### config.mk
export PLATFORM = sky130hd
export DESIGN_NAME = core_sequencer
export DESIGN_NICKNAME = d
export VERILOG_FILES = /design/src/rtl/core_sequencer_pkg.sv /design/src/rtl/core_sequencer_mem_watchdog.sv /design/src/rtl/core_sequencer.sv
export SDC_FILE = /design/constraint.sdc
export NUM_CORES = 1
export LEC_CHECK = 0
export CAP_MARGIN = 30
export CORE_MARGIN = 5
export CORE_UTILIZATION = 50
export CTS_CLUSTER_SIZE = 24
export DETAILED_ROUTE_END_ITERATION = 12
export DONT_BUFFER_PORTS = 1
export PLACE_DENSITY = 0.75
export SYNTH_ARGS = -nofsm -noshare
export SYNTH_HDL_FRONTEND = slang
export SYNTH_SLANG_ARGS = --single-unit
export TNS_END_PERCENT = 20
### constraint.sdc
create_clock -name clk -period 4.1 [get_ports clk]
set_input_delay 0.82 -clock clk [delete_from_list [all_inputs] [get_ports clk]]
set_output_delay 0.82 -clock clk [all_outputs]
set_load 0.03 [all_outputs]
### src/rtl/core_sequencer_pkg.sv
// Shared state encodings, trap causes and rv32i opcode decode helpers for core_sequencer.
package core_sequencer_pkg;

    typedef enum logic [2:0] {
        SEQ_FETCH  = 3'd0,
        SEQ_DECODE = 3'd1,
        SEQ_EXEC   = 3'd2,
        SEQ_MEM    = 3'd3,
        SEQ_WB     = 3'd4,
        SEQ_TRAP   = 3'd5
    } seq_state_e;

    typedef enum logic [1:0] {
        TRAP_NONE    = 2'd0,
        TRAP_ILLEGAL = 2'd1,
        TRAP_SYSTEM  = 2'd2,
        TRAP_TIMEOUT = 2'd3
    } trap_cause_e;

    localparam logic [6:0] OPCODE_LUI   = 7'b0110111;
    localparam logic [6:0] OPCODE_AUIPC = 7'b0010111;
    localparam logic [6:0] OPCODE_JAL   = 7'b1101111;
    localparam logic [6:0] OPCODE_JALR  = 7'b1100111;
    localparam logic [6:0] OPCODE_B     = 7'b1100011;
    localparam logic [6:0] OPCODE_LOAD  = 7'b0000011;
    localparam logic [6:0] OPCODE_S     = 7'b0100011;
    localparam logic [6:0] OPCODE_I     = 7'b0010011;
    localparam logic [6:0] OPCODE_R     = 7'b0110011;
    localparam logic [6:0] OPCODE_FENCE = 7'b0001111;
    localparam logic [6:0] OPCODE_I_CSR = 7'b1110011;

    function automatic logic opcode_legal(input logic [6:0] op);
        logic ok;
        case (op)
            OPCODE_LUI, OPCODE_AUIPC, OPCODE_JAL, OPCODE_JALR, OPCODE_B,
            OPCODE_LOAD, OPCODE_S, OPCODE_I, OPCODE_R, OPCODE_FENCE: ok = 1'b1;
            default: ok = 1'b0;
        endcase
        return ok;
    endfunction

    function automatic logic opcode_writes_rd(input logic [6:0] op);
        logic wr;
        case (op)
            OPCODE_LUI, OPCODE_AUIPC, OPCODE_JAL, OPCODE_JALR,
            OPCODE_LOAD, OPCODE_I, OPCODE_R: wr = 1'b1;
            default: wr = 1'b0;
        endcase
        return wr;
    endfunction

endpackage

### src/rtl/core_sequencer_mem_watchdog.sv
// seq_mem_watchdog: counts memory wait cycles and flags expiry at MEM_TIMEOUT.
module seq_mem_watchdog #(
    parameter int unsigned MEM_TIMEOUT = 255
) (
    input  logic clk,
    input  logic rst,
    input  logic clear_i,
    input  logic wait_i,
    output logic expire_o
);

    localparam logic [7:0] LAST_WAIT = 8'(MEM_TIMEOUT - 1);

    logic [7:0] count_q;
    logic [7:0] count_d;

    // next count: clear on state entry, otherwise advance on each wait cycle
    always_comb begin
        count_d = count_q;
        if (clear_i) begin
            count_d = 8'd0;
        end else if (wait_i) begin
            count_d = count_q + 8'd1;
        end else begin
            count_d = count_q;
        end
    end

    // counter register
    always_ff @(posedge clk) begin
        if (rst) begin
            count_q <= 8'd0;
        end else begin
            count_q <= count_d;
        end
    end

    // expire on the wait cycle that would bring the count up to MEM_TIMEOUT
    assign expire_o = wait_i && (count_q == LAST_WAIT);

endmodule

### src/rtl/core_sequencer.sv
// Multi-cycle rv32i sequencer: FETCH/DECODE/EXEC/MEM/WB timing, shared memory handshake, traps.
// Optional memory-wait watchdog enabled by defining SEQ_MEM_TIMEOUT_EN.
module core_sequencer
    import core_sequencer_pkg::*;
#(
    parameter int unsigned MEM_TIMEOUT = 255
) (
    input  logic        clk,
    input  logic        rst,
    input  logic [6:0]  opcode,
    input  logic        mem_ready,
    output logic        mem_req,
    output logic        mem_we,
    output logic        mem_addr_sel,
    output logic        ir_we,
    output logic        pc_we,
    output logic        regfile_we,
    output logic [2:0]  state,
    output logic        halted,
    output logic [1:0]  trap_cause,
    output logic [31:0] instret
);

    if (MEM_TIMEOUT < 1 || MEM_TIMEOUT > 255) begin : g_bad_timeout
        $error("MEM_TIMEOUT must be in 1..255");
    end

    seq_state_e  state_q, state_d;
    trap_cause_e cause_q, cause_d;
    logic [31:0] instret_q, instret_d;
    logic        wd_expire_s;
    logic        mem_req_s, mem_we_s, addr_sel_s, ir_we_s, pc_we_s, rf_we_s;

`ifdef SEQ_MEM_TIMEOUT_EN
    logic mem_wait_s;
    assign mem_wait_s = mem_req && !mem_ready;

    seq_mem_watchdog #(
        .MEM_TIMEOUT (MEM_TIMEOUT)
    ) u_watchdog (
        .clk      (clk),
        .rst      (rst),
        .clear_i  (state_d != state_q),
        .wait_i   (mem_wait_s),
        .expire_o (wd_expire_s)
    );
`else
    assign wd_expire_s = 1'b0;
`endif

    // next-state, trap latch, retire count and strobes
    always_comb begin
        state_d    = state_q;
        cause_d    = cause_q;
        instret_d  = instret_q;
        mem_req_s  = 1'b0;
        mem_we_s   = 1'b0;
        addr_sel_s = 1'b0;
        ir_we_s    = 1'b0;
        pc_we_s    = 1'b0;
        rf_we_s    = 1'b0;
        case (state_q)
            SEQ_FETCH: begin
                mem_req_s = 1'b1;
                if (mem_ready) begin
                    ir_we_s = 1'b1;
                    state_d = SEQ_DECODE;
                end else if (wd_expire_s) begin
                    state_d = SEQ_TRAP;
                    cause_d = TRAP_TIMEOUT;
                end else begin
                    state_d = SEQ_FETCH;
                end
            end
            SEQ_DECODE: begin
                if (opcode == OPCODE_I_CSR) begin
                    state_d = SEQ_TRAP;
                    cause_d = TRAP_SYSTEM;
                end else if (!opcode_legal(opcode)) begin
                    state_d = SEQ_TRAP;
                    cause_d = TRAP_ILLEGAL;
                end else begin
                    state_d = SEQ_EXEC;
                end
            end
            SEQ_EXEC: begin
                if (opcode == OPCODE_LOAD || opcode == OPCODE_S) begin
                    state_d = SEQ_MEM;
                end else begin
                    state_d = SEQ_WB;
                end
            end
            SEQ_MEM: begin
                mem_req_s  = 1'b1;
                addr_sel_s = 1'b1;
                mem_we_s   = (opcode == OPCODE_S);
                if (mem_ready) begin
                    // a store has nothing to write back, so it retires here
                    if (opcode == OPCODE_S) begin
                        pc_we_s   = 1'b1;
                        instret_d = instret_q + 32'd1;
                        state_d   = SEQ_FETCH;
                    end else begin
                        state_d = SEQ_WB;
                    end
                end else if (wd_expire_s) begin
                    state_d = SEQ_TRAP;
                    cause_d = TRAP_TIMEOUT;
                end else begin
                    state_d = SEQ_MEM;
                end
            end
            SEQ_WB: begin
                pc_we_s   = 1'b1;
                rf_we_s   = opcode_writes_rd(opcode);
                instret_d = instret_q + 32'd1;
                state_d   = SEQ_FETCH;
            end
            SEQ_TRAP: begin
                state_d = SEQ_TRAP;
            end
            default: begin
                state_d = SEQ_TRAP;
                cause_d = TRAP_ILLEGAL;
            end
        endcase
    end

    // state, trap cause and retire counter registers
    always_ff @(posedge clk) begin
        if (rst) begin
            state_q   <= SEQ_FETCH;
            cause_q   <= TRAP_NONE;
            instret_q <= 32'd0;
        end else begin
            state_q   <= state_d;
            cause_q   <= cause_d;
            instret_q <= instret_d;
        end
    end

    // rst overrides everything combinationally so a withdrawn request drops in the reset cycle
    assign mem_req      = mem_req_s  && !rst;
    assign mem_we       = mem_we_s   && !rst;
    assign mem_addr_sel = addr_sel_s && !rst;
    assign ir_we        = ir_we_s    && !rst;
    assign pc_we        = pc_we_s    && !rst;
    assign regfile_we   = rf_we_s    && !rst;
    assign state        = rst ? SEQ_FETCH : state_q;
    assign halted       = (state_q == SEQ_TRAP) && !rst;
    assign trap_cause   = rst ? TRAP_NONE : cause_q;
    assign instret      = rst ? 32'd0 : instret_q;

endmodule

==> results.yml <==
clocking:
  postCtsSetupBuffers: 0
  cts_inserted_buffers: 5
  cts.sinks: 37
  h-tree-depth: 2
  insertion_delay_ns: 0.29
  cts_tree: "yes"
  ctsHoldBuffers: 0
  cts_root_buffer: "clkbuf_8"
  clkTransAtPathRegs_ns: 0.08
  post_cts_resized: 0
  cts_buffer_depth: 2
route:
  via_count: 1951
  drc: 0
  drtPass1Iterations: 4
  post_drt_wl_per_cell_um: 15.6
  wl_um: 5140
  viasPerCell: 5.91
  drtAntennaViolNets: 0
  drtIter0Drc: 176
grt:
  track_usage_pct: 17.5
  antenna_found_initial: 0
  grt_overflow_total: 0
  grt_max_degree: 78
  grt_pass1_vias: 1951
  grt_pass1_wl_um: 8920
yosys:
  ys_seq_elements: 37
  synth_area_um2: 2350
  synth_flop_cell: "dfxtp_1"
  yosys_warnings: 0
  synth_enable_flop_cells: 0
  syn_inst: 282
  yosys.cell_types.count: 52
  yosysSeqAreaShare_pct: 31.5
  synth_nets: 293
  synthArstFlopShare_pct: 0
  synth.avg_cell_area_um2: 8.35
finish:
  antenna_cells: 0
  fill_cells: 439
  design_area_um2: 2450
  drive_gt1_share_pct: 9.06
  multi_input_area_um2: 1490
  register_area_um2: 741
  fin_nets: 286
  syn2layout_area_growth_pct: 3.99
critical_path:
  r2r_start: "state_q[1]"
  cp_max_fo: 16
  ff2ff_setup_slack_ns: 1.74
  reg2regPathDepth: 5
  critPathKind: "input port to output port"
  endpoint_kind: "output port"
  crit_path_start: "opcode[3]"
  reg2reg_to: "instret_q[22]"
  crit_end: "pc_we"
  cp-start-kind: "input port"
  critical_path_arrival_ns: 2.09
  worstPathRequired_ns: 3.28
timing:
  clock_skew_ns: 0.00870
  fin_crit_ns: 2.91
  fmax_mhz: 343
  tightest_slew_ns: 0.979
  grt_setup_unrepaired: "false"
  fin_crit_sh_pct: 71.0
  maxSlewViolCount: 0
  slew_headroom_pct: 34.3
  setup_viol: 0
  setup_tns_ns: 0
  hold_violations: 0
die:
  die_w_um: 78.6
  die-area_um2: 6180
  die-height_um: 78.6
  ioPinCount: 54
  core_area_um2: 4660
  core.rowCount: 25
  initial_core_util_pct: 50.5
placed_design:
  numPortBuffers: 0
  hpwl_um: 3530
  gp_congestion: 0.771
  placed_area_um2: 2370
min_path:
  hp-class: "flip-flop to flip-flop"
  hold_start: "instret_q[30]"
power_and_ir_drop:
  intPower_mw: 0.500
  pwr-share-clk_pct: 37.6
  switching_power_mw: 0.163
  pwr-share-comb_pct: 6.8
  seqPwrFrac_pct: 55.5
  p_per_area_nw_per_um2: 271
  p_leak_nw: 0.727
  vdd_drop_max_uv: 120
  swShare_pct: 24.6
run:
  maxCapViolations: 0
outcome:
  status: "finished clean"
==> state kept, by name (all words and copies together), names as in the netlist <==
| name | cells |
|---|---|
| instret_q | 32 |
| state_q | 3 |
| cause_q | 2 |
==> cells in the mapped netlist, types with 2 or more instances <==
master	count	area, um2
a2111oi_1	2	20.0
a2111oi_2	4	60.1
a2111oi_4	3	82.6
a211oi_1	13	97.6
a21o_1	2	15.0
a21oi_1	13	65.1
and2_1	2	12.5
and3_1	3	18.8
and4_1	4	35.0
buf_1	3	11.3
buf_2	4	20.0
buf_6	2	22.5
clkbuf_1	10	37.5
dfxtp_1	37	741
inv_1	8	30.0
mux2_1	3	33.8
nand2_1	17	63.8
nand2b_1	2	12.5
nand3_1	10	50.1
nand4_1	6	37.5
nor2_1	40	150
nor2b_1	33	206
nor3_1	3	15.0
nor3b_1	3	22.5
o21a_1	3	22.5
o21ai_0	2	10.0
xnor2_1	25	219
==> how the worst min path moves through the flow <==
stage,cells after the start,slack (ns),to
floorplan,2,0.46,instret_q[30]
global placement,2,0.47,instret_q[30]
detailed placement,2,0.49,instret_q[30]
CTS,2,0.50,instret_q[30]
global route,2,0.52,instret_q[1]
finish,2,0.50,instret_q[30]
==> power groups by stage <==
stage | sequential (mW) | combinational [mW] | clock, mW
final | 0.368 | 0.0454 | 0.250
after global routing | 0.369 | 0.0500 | 0.271
after CTS | 0.368 | 0.0454 | 0.253
after detailed placement | 0.377 | 0.0451 | 0
after global placement | 0.376 | 0.0440 | 0
after floorplan | 0.374 | 0.0496 | 0
==> cells in the final DEF, fill, tap and decap left out, types with 2 or more instances in the layout <==
cell type,n
nor2_1,40
dfxtp_1,37
nor2b_1,33
xnor2_1,25
nand2_1,17
a211oi_1,13
a21oi_1,13
nand3_1,10
inv_1,8
nand4_1,6
clkbuf_8,5
buf_4,5
and4_1,4
a2111oi_2,4
nor3b_1,3
and3_1,3
nor3_1,3
mux2_1,3
o21a_1,3
a2111oi_4,3
clkbuf_1,3
and2_1,2
a21o_1,2
o21ai_0,2
nand2b_1,2
a2111oi_1,2
==> through the flow <==
| step | hold slack (ns) | total power, mW | setup slack, ns | utilization (%) | std cells |
|---|---|---|---|---|---|
| 3_3_place_gp | 0.467 | 0.420 | 1.21 | 50.8 | 322 |
| 6_report | 0.495 | 0.663 | 1.19 | 52.5 | 330 |
| 3_5_place_dp | 0.486 | 0.422 | 1.18 | 50.8 | 322 |
| 4_1_cts | 0.496 | 0.667 | 1.18 | 52.5 | 330 |
| 2_1_floorplan | 0.463 | 0.423 | 0.755 | - | 282 |
| 5_1_grt | 0.521 | 0.690 | 1.04 | 52.5 | 330 |
==> layer usage <==
layer / vias up / global-route usage (%) / wire (um)
met2: 47 / 30.3 / 2540
li1: 973 / - / -
met5: - / 0 / 0
met1: 925 / 20.6 / 2180
met3: 6 / 5.28 / 360
met4: 0 / 5.77 / 57
==> logic make-up (layout without fill, tap and decap cells) <==
family	Yosys count	after routing	share of synthesized area [%]
buf+inv	27	21	5.16
simple gates	137	137	32.9
fa+ha+maj	1	1	0.532
flops	37	37	31.5
xor+xnor	26	26	9.68
mux	3	3	1.44
compound gates	51	51	18.8
==> worst max-delay path: stages <==
cell,delay [ns]
nor4b_2,0.36
nand3_2,0.11
buf_4,0.22
a21oi_1,0.57
==> layout make-up <==
cell class              count  share of cell area, %
clock buffers               8                   3.27
inverters                   8                   1.23
well taps                  54                   2.76
flip-flops and latches     37                   30.3
multi-input cells         218                   60.9
repair buffers              5                   1.53
Power figures use the tool's default switching activity.
